`config.mk`:
```
export PLATFORM = sky130hd
export DESIGN_NAME = fpaddsub_normalize_round_flat
export DESIGN_NICKNAME = d
export VERILOG_FILES = /design/src/rtl/fpaddsub_pkg.sv /design/src/rtl/fpaddsub_normalize_round_if.sv /design/src/rtl/fpaddsub_lzc26.sv /design/src/rtl/fpaddsub_normalize_round.sv /design/src/flat_wrapper.sv
export SDC_FILE = /design/constraint.sdc
export NUM_CORES = 1
export LEC_CHECK = 0
export ABC_AREA = 1
export ABC_CLOCK_PERIOD_IN_PS = 4100
export BUFFER_PORTS_ARGS = -buffer_cell sky130_fd_sc_hd__buf_2
export CAP_MARGIN = 20
export CORE_MARGIN = 1.5
export CORE_UTILIZATION = 55
export DETAILED_ROUTE_END_ITERATION = 7
export PLACE_DENSITY_LB_ADDON = 0.05
export SYNTH_ARGS = -nofsm -noshare
export SYNTH_HDL_FRONTEND = slang
export SYNTH_SLANG_ARGS = --single-unit
```
`constraint.sdc`:
```
create_clock -name CLK -period 4.1 [get_ports CLK]
set_input_delay 0.41 -clock CLK [delete_from_list [all_inputs] [get_ports CLK]]
set_output_delay 0.41 -clock CLK [all_outputs]
set_load 0.005 [all_outputs]
```
`src/rtl/fpaddsub_pkg.sv`:
```
// Shared widths and the stage payload for the FP add/sub normalise-and-round pipeline.
package fpaddsub_pkg;
  localparam int EXP_W = 8;
  localparam int MAN_W = 23;
  localparam logic [EXP_W-1:0] EXP_MAX = 8'hFF;
  localparam int EXP_BIAS = 127;

  // exp is one bit wider so a carry out of 8'hFE can still be detected as overflow.
  typedef struct packed {
    logic             sign;
    logic [EXP_W:0]   exp;
    logic [MAN_W:0]   man;
    logic             g;
    logic             r;
    logic             s;
    logic             special;
    logic             zero;
    logic             flush;
  } stage_t;
endpackage

```
`src/rtl/fpaddsub_normalize_round_if.sv`:
```
// Upstream result bus plus downstream packed-result bus, both valid/ready.
interface fpaddsub_normalize_round_if;
  logic        InValid;
  logic        InReady;
  logic        Sgn;
  logic [7:0]  Es;
  logic [24:0] Sum;
  logic        GuardBit;
  logic        RoundBit;
  logic        StickyBit;
  logic        OutValid;
  logic        OutReady;
  logic [31:0] Z;
  logic        Overflow;
  logic        Underflow;
  logic        Inexact;
  logic        ZeroOut;

  modport master (
    output InValid, Sgn, Es, Sum, GuardBit, RoundBit, StickyBit, OutReady,
    input  InReady, OutValid, Z, Overflow, Underflow, Inexact, ZeroOut
  );
  modport slave (
    input  InValid, Sgn, Es, Sum, GuardBit, RoundBit, StickyBit, OutReady,
    output InReady, OutValid, Z, Overflow, Underflow, Inexact, ZeroOut
  );
endinterface

```
`src/rtl/fpaddsub_lzc26.sv`:
```
// Combinational leading-zero counter over 26 bits; all-zero input gives 26.
module fpaddsub_lzc26 (
  input  logic [25:0] x,
  output logic [4:0]  cnt
);
  always_comb begin
    cnt = 5'd26;
    // Ascending scan: the highest set bit is the last one to write cnt.
    for (int i = 0; i < 26; i++)
      if (x[i]) cnt = 5'(25 - i);
  end
endmodule

```
`src/rtl/fpaddsub_normalize_round.sv`:
```
// Three-stage normalise / round-to-nearest-even / pack stage of the FP adder.
// S1: carry fix + LZC, S2: left shift or flush, S3: round, overflow, pack.
module fpaddsub_normalize_round
  import fpaddsub_pkg::*;
#(
  parameter bit ROUND_EN  = 1'b1,
  parameter bit FLUSH_SUB = 1'b1
) (
  input logic CLK,
  input logic RST_N,
  fpaddsub_normalize_round_if.slave bus
);
  localparam int STAGES = 3;

  logic [STAGES:1] vld_pipe;
  logic [STAGES:1] load;
  logic            live;
  logic            accept;

  stage_t          s1_d, s1_q, s2_d, s2_q;
  logic [4:0]      lz_d, lz_q;
  logic [25:0]     mgr_sh;

  logic            inc, carry;
  logic [MAN_W-1:0] frac_rnd;
  logic [EXP_W:0]  e_rnd;
  logic [31:0]     z_d, z_q;
  logic            ovf_d, unf_d, inx_d, zro_d;
  logic            ovf_q, unf_q, inx_q, zro_q;

  // A stage takes new data when empty or when its successor is taking its contents.
  assign load[3]     = ~vld_pipe[3] | bus.OutReady;
  assign load[2]     = ~vld_pipe[2] | load[3];
  assign load[1]     = ~vld_pipe[1] | load[2];
  assign bus.InReady = live & load[1];
  assign accept      = bus.InValid & bus.InReady;

  // S1: fold the carry back into the 24-bit mantissa, demoting bits into g/r/s.
  always_comb begin
    s1_d         = '0;
    s1_d.sign    = bus.Sgn;
    s1_d.special = (bus.Es == EXP_MAX);
    if (bus.Sum[24] && !s1_d.special) begin
      s1_d.man = bus.Sum[24:1];
      s1_d.g   = bus.Sum[0];
      s1_d.r   = bus.GuardBit;
      s1_d.s   = bus.RoundBit | bus.StickyBit;
      s1_d.exp = {1'b0, bus.Es} + {{EXP_W{1'b0}}, 1'b1};
    end else begin
      s1_d.man = bus.Sum[23:0];
      s1_d.g   = bus.GuardBit;
      s1_d.r   = bus.RoundBit;
      s1_d.s   = bus.StickyBit;
      s1_d.exp = {1'b0, bus.Es};
    end
    s1_d.zero  = !s1_d.special && ({s1_d.man, s1_d.g, s1_d.r} == '0) && !s1_d.s;
    s1_d.flush = !s1_d.special && ({s1_d.man, s1_d.g, s1_d.r} == '0) && s1_d.s;
  end

  fpaddsub_lzc26 u_lzc (
    .x   ({s1_d.man, s1_d.g, s1_d.r}),
    .cnt (lz_d)
  );

  // S2: normalise, or flush when the shift would push the exponent to <= 0.
  always_comb begin
    s2_d   = s1_q;
    mgr_sh = '0;
    if (!s1_q.special && !s1_q.zero && !s1_q.flush) begin
      if (FLUSH_SUB && ({{(EXP_W-4){1'b0}}, lz_q} >= s1_q.exp)) begin
        s2_d.flush = 1'b1;
      end else begin
        mgr_sh   = {s1_q.man, s1_q.g, s1_q.r} << lz_q;
        s2_d.man = mgr_sh[25:2];
        s2_d.g   = mgr_sh[1];
        s2_d.r   = mgr_sh[0];
        s2_d.exp = s1_q.exp - {{(EXP_W-4){1'b0}}, lz_q};
      end
    end
  end

  // S3: a mantissa carry only happens from all-ones, so the fraction wraps to 0.
  always_comb begin
    inc      = ROUND_EN & s2_q.g & (s2_q.r | s2_q.s | s2_q.man[0]);
    carry    = inc & (&s2_q.man);
    frac_rnd = s2_q.man[MAN_W-1:0] + {{(MAN_W-1){1'b0}}, inc};
    e_rnd    = s2_q.exp + {{EXP_W{1'b0}}, carry};
    z_d   = '0;
    ovf_d = 1'b0;
    unf_d = 1'b0;
    inx_d = 1'b0;
    zro_d = 1'b0;
    if (s2_q.special) begin
      z_d = {s2_q.sign, EXP_MAX, s2_q.man[MAN_W-1:0]};
    end else if (s2_q.zero) begin
      zro_d = 1'b1;
    end else if (s2_q.flush) begin
      z_d   = {s2_q.sign, 31'b0};
      unf_d = 1'b1;
      inx_d = 1'b1;
    end else if (e_rnd >= {1'b0, EXP_MAX}) begin
      z_d   = {s2_q.sign, EXP_MAX, {MAN_W{1'b0}}};
      ovf_d = 1'b1;
      inx_d = 1'b1;
    end else begin
      z_d   = {s2_q.sign, e_rnd[EXP_W-1:0], frac_rnd};
      inx_d = s2_q.g | s2_q.r | s2_q.s;
    end
  end

  always_ff @(posedge CLK or negedge RST_N) begin
    if (!RST_N) begin
      vld_pipe <= '0;
      live     <= 1'b0;
      z_q      <= '0;
      ovf_q    <= 1'b0;
      unf_q    <= 1'b0;
      inx_q    <= 1'b0;
      zro_q    <= 1'b0;
    end else begin
      live <= 1'b1;
      if (load[1]) vld_pipe[1] <= accept;
      if (load[2]) vld_pipe[2] <= vld_pipe[1];
      if (load[3]) vld_pipe[3] <= vld_pipe[2];
      if (load[3] && vld_pipe[2]) begin
        z_q   <= z_d;
        ovf_q <= ovf_d;
        unf_q <= unf_d;
        inx_q <= inx_d;
        zro_q <= zro_d;
      end
    end
  end

  always_ff @(posedge CLK) begin
    if (accept) begin
      s1_q <= s1_d;
      lz_q <= lz_d;
    end
    if (load[2] && vld_pipe[1]) s2_q <= s2_d;
  end

  assign bus.OutValid  = vld_pipe[3];
  assign bus.Z         = z_q;
  assign bus.Overflow  = ovf_q;
  assign bus.Underflow = unf_q;
  assign bus.Inexact   = inx_q;
  assign bus.ZeroOut   = zro_q;
endmodule

```
`src/flat_wrapper.sv`:
```
// flat-port wrapper written by rule: the top's interface ports become plain ports
module fpaddsub_normalize_round_flat import fpaddsub_pkg::*;
#(
  parameter bit ROUND_EN  = 1'b1,
  parameter bit FLUSH_SUB = 1'b1
)
  (CLK, RST_N, bus_InValid, bus_Sgn, bus_Es, bus_Sum, bus_GuardBit, bus_RoundBit, bus_StickyBit, bus_OutReady, bus_InReady, bus_OutValid, bus_Z, bus_Overflow, bus_Underflow, bus_Inexact, bus_ZeroOut);
  fpaddsub_normalize_round_if bus_i ();
  input logic CLK;
  input logic RST_N;
  input wire logic [$bits(bus_i.InValid)-1:0] bus_InValid;
  input wire logic [$bits(bus_i.Sgn)-1:0] bus_Sgn;
  input wire logic [$bits(bus_i.Es)-1:0] bus_Es;
  input wire logic [$bits(bus_i.Sum)-1:0] bus_Sum;
  input wire logic [$bits(bus_i.GuardBit)-1:0] bus_GuardBit;
  input wire logic [$bits(bus_i.RoundBit)-1:0] bus_RoundBit;
  input wire logic [$bits(bus_i.StickyBit)-1:0] bus_StickyBit;
  input wire logic [$bits(bus_i.OutReady)-1:0] bus_OutReady;
  output wire logic [$bits(bus_i.InReady)-1:0] bus_InReady;
  output wire logic [$bits(bus_i.OutValid)-1:0] bus_OutValid;
  output wire logic [$bits(bus_i.Z)-1:0] bus_Z;
  output wire logic [$bits(bus_i.Overflow)-1:0] bus_Overflow;
  output wire logic [$bits(bus_i.Underflow)-1:0] bus_Underflow;
  output wire logic [$bits(bus_i.Inexact)-1:0] bus_Inexact;
  output wire logic [$bits(bus_i.ZeroOut)-1:0] bus_ZeroOut;
  assign bus_i.InValid = bus_InValid;
  assign bus_i.Sgn = bus_Sgn;
  assign bus_i.Es = bus_Es;
  assign bus_i.Sum = bus_Sum;
  assign bus_i.GuardBit = bus_GuardBit;
  assign bus_i.RoundBit = bus_RoundBit;
  assign bus_i.StickyBit = bus_StickyBit;
  assign bus_i.OutReady = bus_OutReady;
  assign bus_InReady = bus_i.InReady;
  assign bus_OutValid = bus_i.OutValid;
  assign bus_Z = bus_i.Z;
  assign bus_Overflow = bus_i.Overflow;
  assign bus_Underflow = bus_i.Underflow;
  assign bus_Inexact = bus_i.Inexact;
  assign bus_ZeroOut = bus_i.ZeroOut;
  fpaddsub_normalize_round #(.ROUND_EN(ROUND_EN), .FLUSH_SUB(FLUSH_SUB)) u_core (.CLK(CLK), .RST_N(RST_N), .bus(bus_i));
endmodule
```
== Yosys cells after proc, flatten, opt, wreduce, memory -nomap -nowiden ==
Cells that the tools add are included.
Storage, ports and cells
  bits in registers: 125
  input bits: 41
  output and inout bits: 38
  word-level logic and storage cells: 122
Cells by class
  add/subtract/negate cells: 4
  $lt $le $gt $ge: 2
  equal/unequal tests: 1
  shifts and indexed selects: 1
  multiplexer cells: 47
  bitwise operators: 15
  reduce and logical (&&, ||, !) cells: 19
Operators by type and width (number)
  2-to-1 mux 35 bit: 3
  2-to-1 mux 32 bit: 2
  2-to-1 mux 31 bit: 2
  2-to-1 mux 5 bit: 9
  2-to-1 mux 4 bit: 8
  logical NOT 26 bit: 1
  left shift 26 x 5 -> 26 bit: 1
  AND reduction 24 bit: 1
  adder 23 x 1 -> 23 bit: 1
  2-to-1 mux 1 bit: 16
  OR reduction 16 bit: 1
  2-to-1 mux 3 bit: 4
  adder 8 x 1 -> 9 bit, second input constant: 1
  adder 9 x 1 -> 9 bit: 1
  >= comparator 5 x 9 -> 1 bit: 1
  >= comparator 9 x 8 -> 1 bit, second input constant: 1
  subtractor 9 x 5 -> 9 bit: 1
  == test 8 bit, second input constant: 1
  logical AND 1 bit: 8
  bitwise OR 1 bit: 8
  OR reduction 8 bit: 1
  2-to-1 mux 2 bit: 3
  logical NOT 1 bit: 5
  bitwise AND 1 bit: 4
  other kinds (3): 5

== Logic depth before layout (Yosys ltp) ==
Gate-level depths: netlist of run 1.
  word-level depth: 29
  gate-level depth with buffers: 31
  mapped depth without buffers: 31

== By module ==
From an unflattened synthesis of run 1, not the netlist that was laid out.
Unflattened totals
  cell total of the unflattened synthesis: 1144
  area, all modules: 8353.0 µm²
By module, submodules not included
  fpaddsub_normalize_round: instances 1, cells an instance 1066, area each 8007.7 µm², seq. area each 3553.4 µm²
  fpaddsub_lzc26: instances 1, cells an instance 78, area each 345.3 µm², seq. area each 0.0 µm²

== Worst setup path before layout of run 1 ==
OpenSTA, ideal clock, no wires.
  path type: register -> register
  start: register u_core.s2_q[18] (netlist name)
  end: register u_core.z_q[10] (netlist: u_core.bus.Z[10])
  setup time: 0.077 ns
  data arrival time: 3.076 ns
  slack: 0.946 ns
  cell stages (with the launch flop): 20
  buffers on the path: 1
  period minus slack after synthesis: 3.154 ns
  cell sequence: edfxtp_1 > nand2_1 > nor2_1 > inv_1 > nor2_1 > inv_1 > nor2_1 > nand2_1 > nor4_1 > ha_1 > ha_1 > nand3_1 > nand3b_1 > nand3b_1 > xor2_1 > nand2_1 > nor2_1 > buf_2 > nand3_1 > a21oi_1
On the way
  word-level cells in the longest chain between the ends: 8
RTL lines
  from (decl): RTL line fpaddsub_normalize_round.sv:20  | stage_t s1_d, s1_q, s2_d, s2_q;
  from (signal assigned): RTL line fpaddsub_normalize_round.sv:140  | if (load[2] && vld_pipe[1]) s2_q <= s2_d;
  AND reduction 24 bit: RTL line fpaddsub_normalize_round.sv:85  | carry = inc & (&s2_q.man);
  bitwise AND 1 bit: RTL line fpaddsub_normalize_round.sv:85
  adder 9 x 1 -> 9 bit: RTL line fpaddsub_normalize_round.sv:87  | e_rnd = s2_q.exp + {{EXP_W{1'b0}}, carry};
  >= comparator 9 x 8 -> 1 bit: RTL line fpaddsub_normalize_round.sv:101  | end else if (e_rnd >= {1'b0, EXP_MAX}) begin
  2-to-1 mux 31 bit: RTL line fpaddsub_normalize_round.sv:101
  2-to-1 mux 31 bit: RTL line fpaddsub_normalize_round.sv:97  | end else if (s2_q.flush) begin
  2-to-1 mux 32 bit: RTL line fpaddsub_normalize_round.sv:95  | end else if (s2_q.zero) begin
  2-to-1 mux 32 bit: RTL line fpaddsub_normalize_round.sv:93  | if (s2_q.special) begin
  to (signal assigned): RTL line fpaddsub_normalize_round.sv:126  | z_q <= z_d;
  to (decl): RTL line fpaddsub_normalize_round.sv:27  | logic [31:0] z_d, z_q;
No other way between the ends.
A chain may end at the register's enable or synchronous reset.

== Worst setup path after layout of run 1 ==
  start: register u_core.s2_q[18] (netlist name)
  end: register u_core.z_q[14] (netlist: u_core.bus.Z[14])
On the way
  word-level cells in the longest chain between the ends: 8
RTL lines (RTL line)
  AND reduction 24 bit: fpaddsub_normalize_round.sv:85
  bitwise AND 1 bit: fpaddsub_normalize_round.sv:85
  adder 9 x 1 -> 9 bit: fpaddsub_normalize_round.sv:87
  >= comparator 9 x 8 -> 1 bit: fpaddsub_normalize_round.sv:101
  2-to-1 mux 31 bit *: fpaddsub_normalize_round.sv:101
  2-to-1 mux 31 bit *: fpaddsub_normalize_round.sv:97
  2-to-1 mux 32 bit *: fpaddsub_normalize_round.sv:95
  2-to-1 mux 32 bit *: fpaddsub_normalize_round.sv:93
Mark *: on every way between the ends. The rest lies on a longest branch, timed or not.

==> results.md, run 1 <==
* Run status: completed
* Violation count after the first detailed-route iteration at 657
* Wirelength per Cell at 13.5 um
* Maxcap violations at 0
* Worst setup EP type: flip-flop
* Worst VDD drop at 297 uV
* Library cells used by synthesis at 52
* Maximum number of buffers from clock root to sink at 2
* Final non-filler cell area at 8690 um^2
* Multiplexer share of the synthesized area at 0.658%
* Cell internal pwr at 2.56 mW
* Most frequent standard cell in the layout excluding fill and tap cells: nand2_1
* Setup slack on the worst flop-to-flop path at 0.56 ns
* Number of storage elements in the synthesis netlist at 125
* Clock H-tree levels at 4
* Startpoint class of the critical path: flip-flop
* Most frequent cells in the layout: nand2_1, nor2_1, inv_1, edfxtp_1, o21ai_0
* Top area cells in the synthesized netlist: edfxtp_1, dfrtp_1, nand2_1
* Remaining antenna violation count at 0
* Worst Skew at 0.0101 ns
* Endpoints failing hold at 0
* Sequential share of power at 45.4%
* Setup repair after global routing missed its margin: no
* Die H at 121 um
* Core region area at 13300 um^2
* First-pass iteration count of the detailed router at 6
* Comb power frac at 16.6%
* Reg-to-reg endpoint: u_core.bus.Z[14]
* # DRC at 0
* Proportion of power drawn by the clock network at 38.0%
* Final weighted congestion of routability-driven global placement at 0.966
* Maximum clock rate at 282 MHz
* Library cell occupying the most area in the post-synthesis netlist: edfxtp_1
* N_diodes at 0
* Setup TNS after final layout at 0 ns
* Ratio of cells with drive above 1 in the final layout at 14.5%
* Final setup fails at 0
* Final period demand of the worst path at 3.54 ns
* Wire length of the first global-routing pass at 27.7 mm
* Die outline area at 14500 um^2
* Post-DP Area at 8140 um^2
* All-Layer GR Usage at 24.0%
* Total routed wirelength at 16.5 mm
* Leftover overflow at the end of global routing at 0
* CP Launch Point: u_core.s2_q[18]
* Launch instance of the worst register-to-register path: u_core.s2_q[18]
* Starting density of the core at 57.0%
* Count of boundary I/O pins at 79
* Synthesized-area fraction occupied by and/or/nand/nor cells at 23.8%
* Number of sinks driven by the clock tree at 125
* Sequential area share after synthesis at 46.7%
* Sw Share at 27.4%
* Utilization of the core after routing at 65.1%
* Antenna violations before repair at 0
* Worst Path Class, Setup: flip-flop to flip-flop
* Portion of synthesized cell area occupied by the leading cell type at 33.6%
* Highest net fanout along the worst path at 18
* YS warnings at 0
* Die Width at 121 um
* Headroom to the max-slew limit at 37.2%
* Num CTS Buffers at 17
* Combined area of all synthesized cells at 7610 um^2
* Power density relative to cell area at 407 nW/um^2
* Min-Delay Path Class: input pin to async pin
* Clock tree from TritonCTS: built
* Req. time, crit path at 4.44 ns
* Buffer type at the clock tree root: clkbuf_16
* Clock Latency Late Sink at 0.41 ns
* Final non-filler cell total at 1221
* Number of standard-cell rows in the floorplan at 42
* IO buf count at 78
* Number of standard cells after synthesis at 966
* Main combinational cell family by area after synthesis: simple AND/OR/NAND/NOR gates
* Area Growth Syn to Fin at 14.2%
* Synthesized-area fraction occupied by ao, oa, aoi and oai cells at 16.2%
* Maximum number of pins on one net before global-route repair at 45
* Xor and xnor fraction of the mapped netlist area at 2.99%
* Post-detail-place hpwl at 12.4 mm
* Routed via count at 6469
* Logic depth of the worst register-to-register path at 20
* Final net count at 1083
* Clock-pin slew of the registers on the worst-case setup and hold paths at 0.06 ns
* Post-route clock period utilization at 86.3%
* Hold slack final at 0.134 ns
* Tightest Pin Transition at 0.936 ns
* Post-placement cell count at 1189
* Net switching component of the power at 0.969 mW
* Synthesized netlist net count at 1017
* Avg Vias per Cell at 5.30
* Avg Synthesized Cell Area at 7.88 um^2
* Via count of the first global-routing pass at 5735
* Total count of max-transition violations in the final report at 0
* Crit path DAT at 3.88 ns
* Leakage component of the power at 3.79 nW
* Share of synthesized cell area in full adder, half adder and majority cells at 1.74%
==> how the worst max path moves through the flow <==
| stage | cells after the start | end |
|---|---|---|
| global route | 21 | u_core.bus.Z[8] |
| detailed placement | 20 | u_core.bus.Z[14] |
| CTS | 20 | u_core.bus.Z[14] |
| finish | 20 | u_core.bus.Z[14] |
| floorplan | 19 | u_core.bus.Z[10] |
| global placement | 20 | u_core.bus.Z[14] |
==> area by class of cell <==
type                    instances  area (um^2)
clock inverters                11         67.6
fillers                      1227         4660
inverters                     104          390
well taps                     176          220
clock buffers                  21          472
repair buffers                 91          513
multi-input cells             693         3470
flip-flops and latches        125         3550
==> registers in the layout (all words and copies together) (netlist names) <==
| name | flops |
|---|---|
| u_core.lz_q | 5 |
| u_core.bus.ZeroOut | 1 |
| u_core.bus.Inexact | 1 |
| u_core.bus.Z | 32 |
| u_core.vld_pipe | 3 |
| u_core.s1_q | 40 |
| u_core.bus.Overflow | 1 |
| u_core.s2_q | 40 |
| u_core.live | 1 |
| u_core.bus.Underflow | 1 |
==> power groups by stage <==
stage / clock network (mW) / logic (mW) / registers, mW
after floorplan: 0 / 0.373 / 1.61
after global placement: 0 / 0.580 / 1.62
after detailed placement: 0 / 0.587 / 1.63
after CTS: 1.36 / 0.591 / 1.60
after global routing: 1.41 / 0.677 / 1.62
final: 1.34 / 0.587 / 1.60
==> kinds of logic (layout without fill, tap and decap cells) <==
family                     count (synthesis)  in the layout
other                                      2              2
xor gates and xnor gates                  26             26
DFF                                      125            125
muxes                                      5              5
and+or+nand+nor                          434            434
AOI/OAI and AO/OA                        216            216
adders and majority gates                 10             10
buffers and inverters                    148            227
==> worst max-delay path, stage by stage, from the launching register on <==
cell      delay, ns
edfxtp_1       0.39
nand2_1        0.11
nor2_1         0.23
inv_1          0.07
nor2_1         0.14
inv_1          0.07
nor2_1         0.08
nand2_1        0.06
nor4_2         0.25
ha_1           0.24
ha_1           0.18
nand3_1        0.11
nand3b_1       0.20
nand3b_1       0.18
xor2_1         0.21
nand2_1        0.14
nor2_1         0.20
buf_12         0.19
inv_2          0.08
or2_1          0.21
a21oi_1        0.12
==> metal layers <==
metal / GRT usage, % / routed length, um / share of wire, %
met1: 33.8 / 7920 / 48
met2: 37.3 / 7440 / 45
met3: 4.86 / 836 / 5.1
met4: 8.09 / 293 / 1.8
met5: 0 / 0 / 0
==> per-stage QoR <==
stage                     total power [mW]  worst slack [ns]
after CTS                             3.56             0.400
final                                 3.53             0.560
after floorplan                       1.99             0.946
after global routing                  3.71            0.0574
after global placement                2.20             0.548
after detailed placement              2.21             0.405
==> cell usage after synthesis, drive strengths merged <==
cell type	instances
a211oi	1
a21boi	1
a21o	1
a21oi	72
a22o	1
a22oi	3
a31o	1
a31oi	6
buf	6
clkbuf	38
clkinv	3
conb	2
dfrtp	40
edfxtp	85
fa	1
ha	9
inv	101
mux2i	5
nand2	249
nand3	36
nand3b	7
nand4	7
nor2	115
nor3	5
nor4	5
o2111ai	3
o211ai	8
o21a	1
o21ai	105
o21bai	2
o221ai	1
o22ai	2
o31ai	8
or2	10
xnor2	8
xor2	18
==> what timing repair did <==
item | CTS | global route
gates resized for setup | 0 | 1
hold buffers | 0 | 0
endpoints found under the setup margin | 0 | 2
setup buffers | 0 | 0
Power figures use the tool's default switching activity.
==> run 2, diff against run 1 <==
--- a/config.mk
+++ b/config.mk
@@ -5,11 +5,10 @@
 export SDC_FILE = /design/constraint.sdc
 export NUM_CORES = 1
 export LEC_CHECK = 0
-export ABC_AREA = 1
 export ABC_CLOCK_PERIOD_IN_PS = 4100
 export BUFFER_PORTS_ARGS = -buffer_cell sky130_fd_sc_hd__buf_2
 export CAP_MARGIN = 20
-export CORE_MARGIN = 1.5
+export CORE_MARGIN = 10
 export CORE_UTILIZATION = 55
 export DETAILED_ROUTE_END_ITERATION = 7
 export PLACE_DENSITY_LB_ADDON = 0.05
==> run 2 against run 1 <==
  * Via count up 2.8%
  * Register-to-register slack worse by 0.05 ns
  * Wire length up 29%
  * Count of clock-buffer cells in the layout down 3
==> results.md, run 2 <==
* Quantity of gates resized following cts at 0 (unchanged)
* Avg Vias per Cell at 6.17 (+16%)
* Xor and xnor fraction of the mapped netlist area at 2.16% (-0.83 points)
* Final non-filler cell total at 1078 (-12%)
* Clock tree from TritonCTS: built
* Library cell occupying the most area in the post-synthesis netlist: edfxtp_1
* Post-cts hold buffer count at 0 (unchanged)
* Count of boundary I/O pins at 79 (unchanged)
* Worst Path Class, Setup: flip-flop to flip-flop
* Portion of synthesized cell area occupied by the leading cell type at 33.2% (-0.35 points)
* Min-Delay Path Class: input pin to async pin
* Share of synthesized cell area in full adder, half adder and majority cells at 1.72% (-0.018 points)
* Final setup margin at 0.506 ns (-0.0537 ns)
* Placement-stage worst setup slack at 0.498 ns (+0.0924 ns)
* Ratio of cells with drive above 1 in the final layout at 19.9% (+5.4 points)
* Via count of the first global-routing pass at 6410 (+12%)
* Post-CTS Setup Repair Bufs at 0 (unchanged)
* Leading register cell type out of synthesis: edfxtp_1
* Most frequent cells in the layout: nand2_1, edfxtp_1, buf_2, nor2_1, a21oi_1
* Violation count after the first detailed-route iteration at 694 (+5.6%)
* Final period demand of the worst path at 3.59 ns (+0.0537 ns)
* Headroom to the max-slew limit at 30.5% (-6.7 points)
* Endpoints failing hold at 0 (unchanged)
* Final net count at 936 (-14%)
* Largest incremental delay on the critical path at 0.47 ns (+0.08 ns)
* Filler instances at 1196 (-2.5%)
* Top area cells in the synthesized netlist: edfxtp_1, dfrtp_1, nand2_1
* Leading cell types by count after synthesis: nand2_1, edfxtp_1, nor2_1
* Reg-to-reg endpoint: u_core.bus.Z[19]
* Most frequent standard cell in the layout excluding fill and tap cells: nand2_1
* Logic depth of the worst register-to-register path at 14 (-30%)
* Number of standard-cell rows in the floorplan at 43 (+2.4%)
* Total routed wirelength at 21.2 mm (+29%)
* Power density relative to cell area at 398 nW/um^2 (-2.1%)
* Worst Skew at 0.00848 ns (-0.00166 ns)
* Utilization of the core after routing at 64.0% (-1.1 points)
* Area Growth Syn to Fin at 14.7%
* Setup TNS after final layout at 0 ns (unchanged)
* Synthesized netlist net count at 861 (-15%)
* Post-detail-place hpwl at 16.0 mm (+29%)
* Crit path DAT at 3.91 ns (+0.03 ns)
* Leftover overflow at the end of global routing at 0 (unchanged)
* Avg Synthesized Cell Area at 9.49 um^2 (+21%)
* Post-placement cell count at 1045 (-12%)
* Main combinational cell family by area after synthesis: simple AND/OR/NAND/NOR gates
* Req. time, crit path at 4.41 ns (-0.03 ns)
* Tightest Pin Transition at 1.04 ns (+0.106 ns)
* Setup slack on the worst flop-to-flop path at 0.51 ns (-0.05 ns)
* Overall power after layout at 3.51 mW (-0.59%)
* Clock-pin slew of the registers on the worst-case setup and hold paths at 0.06 ns (about the same)
* Number of standard cells after synthesis at 810 (-16%)
* Post-route clock period utilization at 87.7% (+1.3 points)
* Library cells used by synthesis at 77 (+48%)
* Launch instance of the worst register-to-register path: u_core.s2_q[19]
* Leakage component of the power at 3.55 nW (-6.4%)
* Buf+Inv Stages, Crit Path at 1 (-3)
* Die H at 138 um (+15%)
* Routed via count at 6650 (+2.8%)
* First-pass iteration count of the detailed router at 5 (-1)
* Synthesized-area fraction occupied by and/or/nand/nor cells at 21.7% (-2.0 points)
* N_diodes at 0 (unchanged)
* Ordered list of cells on the worst path: and4_1, nand3_1, nor2_1, o2111ai_1, nor2_1, ha_1, ha_1, xnor2_1, or3_4, o311ai_4, buf_4, nor2_2, and3_1, o22a_1
* Sequential area share after synthesis at 46.2% (-0.49 points)
* Multiplexer share of the synthesized area at 8.72% (+8.1 points)
* Core region area at 13800 um^2 (+3.2%)
* Register Area at 3550 um^2 (unchanged)
* Maximum clock rate at 278 MHz (-1.5%)
* Clock Latency Late Sink at 0.42 ns (about the same)
* Area of combinational cells with multiple inputs at 3910 um^2 (+13%)
* Run status: completed
* Wirelength per Cell at 19.7 um (+46%)
* Slowest cell on the critical path: edfxtp_1
* Final weighted congestion of routability-driven global placement at 0.940 (-2.8%)
* Worst VDD drop at 250 uV (-16%)
* Maximum number of buffers from clock root to sink at 2 (unchanged)
* Highest net fanout along the worst path at 12 (-6)
* Number of enable-type register cells in the synthesized netlist at 85 (unchanged)
* Clock H-tree levels at 4 (unchanged)
* Final setup fails at 0 (unchanged)
* CP Launch Point: u_core.s2_q[19]
* Combined area of all synthesized cells at 7690 um^2 (+1.1%)
* Maximum number of pins on one net before global-route repair at 47 (+4.4%)
* YS warnings at 0 (unchanged)
* Family of cells with the greatest summed delay on the critical path: simple AND/OR/NAND/NOR gates
* Antenna violations before repair at 0 (unchanged)
* Share of synthesized registers carrying an async set or reset at 32.0% (unchanged)
* Starting density of the core at 55.8% (-1.2 points)
* Num CTS Buffers at 17 (unchanged)
* Maxcap violations at 0 (unchanged)
* Die outline area at 19100 um^2 (+31%)
* Remaining antenna violation count at 0 (unchanged)
* Number of storage elements in the synthesis netlist at 125 (unchanged)
* Startpoint class of the critical path: flip-flop
* Most numerous cell in the Yosys netlist: nand2_1
* Synthesized-area fraction occupied by ao, oa, aoi and oai cells at 16.1% (-0.057 points)
* Die Width at 138 um (+15%)
* Buffer type at the clock tree root: clkbuf_16
* All-Layer GR Usage at 21.8% (-2.3 points)
* IO buf count at 78 (unchanged)
* Worst setup EP type: flip-flop
* Wire length of the first global-routing pass at 34.3 mm (+24%)
* Setup repair after global routing missed its margin: no
* Number of sinks driven by the clock tree at 125 (unchanged)
* # DRC at 0 (unchanged)
* Total count of max-transition violations in the final report at 0 (unchanged)
## run 2: cell count changes in the layout (fill, tap and decap cells not counted), moves of 11 or more
cell	change
nand2_1	-98
inv_1	-76
nor2_1	-56
o21ai_0	-35
mux2_2	+26
mux2i_1	+26
a21oi_1	-17
o21ai_1	-12
o22a_1	+11
## run 2: power breakdown
group	switching, mW	total [mW]	internal [mW]
logic	0.337	0.583	0.246
registers	0.103	1.60	1.49
clock network	0.564	1.33	0.768
## run 2: area by class of cell
cell class                 instances  share of cell area [%]
multi-input combinational        627                    44.3
sequential                       125                    40.3
timing repair buffer              96                    6.10
clock buffer                      18                    4.87
tap                              180                    2.55
clock inverter                    14                    1.09
inverter                          18                   0.766
## run 2: routing by layer
layer,GRT usage [%],part of all wire (%),vias up
li1,-,-,3159
met1,27.3,43,3136
met2,35.4,48,308
met3,4.14,5.7,47
met4,10.3,3.2,0
met5,0,0,-
## run 2: through the flow
stage	hold WS, ns	instance area [um^2]
floorplan	0.114	7690
global placement	0.412	8270
detailed placement	0.408	8270
CTS	0.138	8800
global route	0.163	8820
finish	0.113	8820
## run 2: cell families after synthesis
| group | count (synthesis) |
|---|---|
| compound gates | 188 |
| mux | 60 |
| buf+inv | 58 |
| other cells | 2 |
| xor+xnor | 19 |
| flops | 125 |
| simple gates | 348 |
| fa+ha+maj | 10 |
## run 2: worst max-delay path by stage
stage                       end  slack [ns]  cells past startpoint
2_1_floorplan   u_core.bus.Z[7]        1.11                     13
3_3_place_gp   u_core.bus.Z[19]        0.67                     13
3_5_place_dp   u_core.bus.Z[19]        0.50                     13
4_1_cts        u_core.bus.Z[19]        0.51                     13
5_1_grt        u_core.bus.Z[10]        0.29                     13
6_report       u_core.bus.Z[19]        0.51                     14
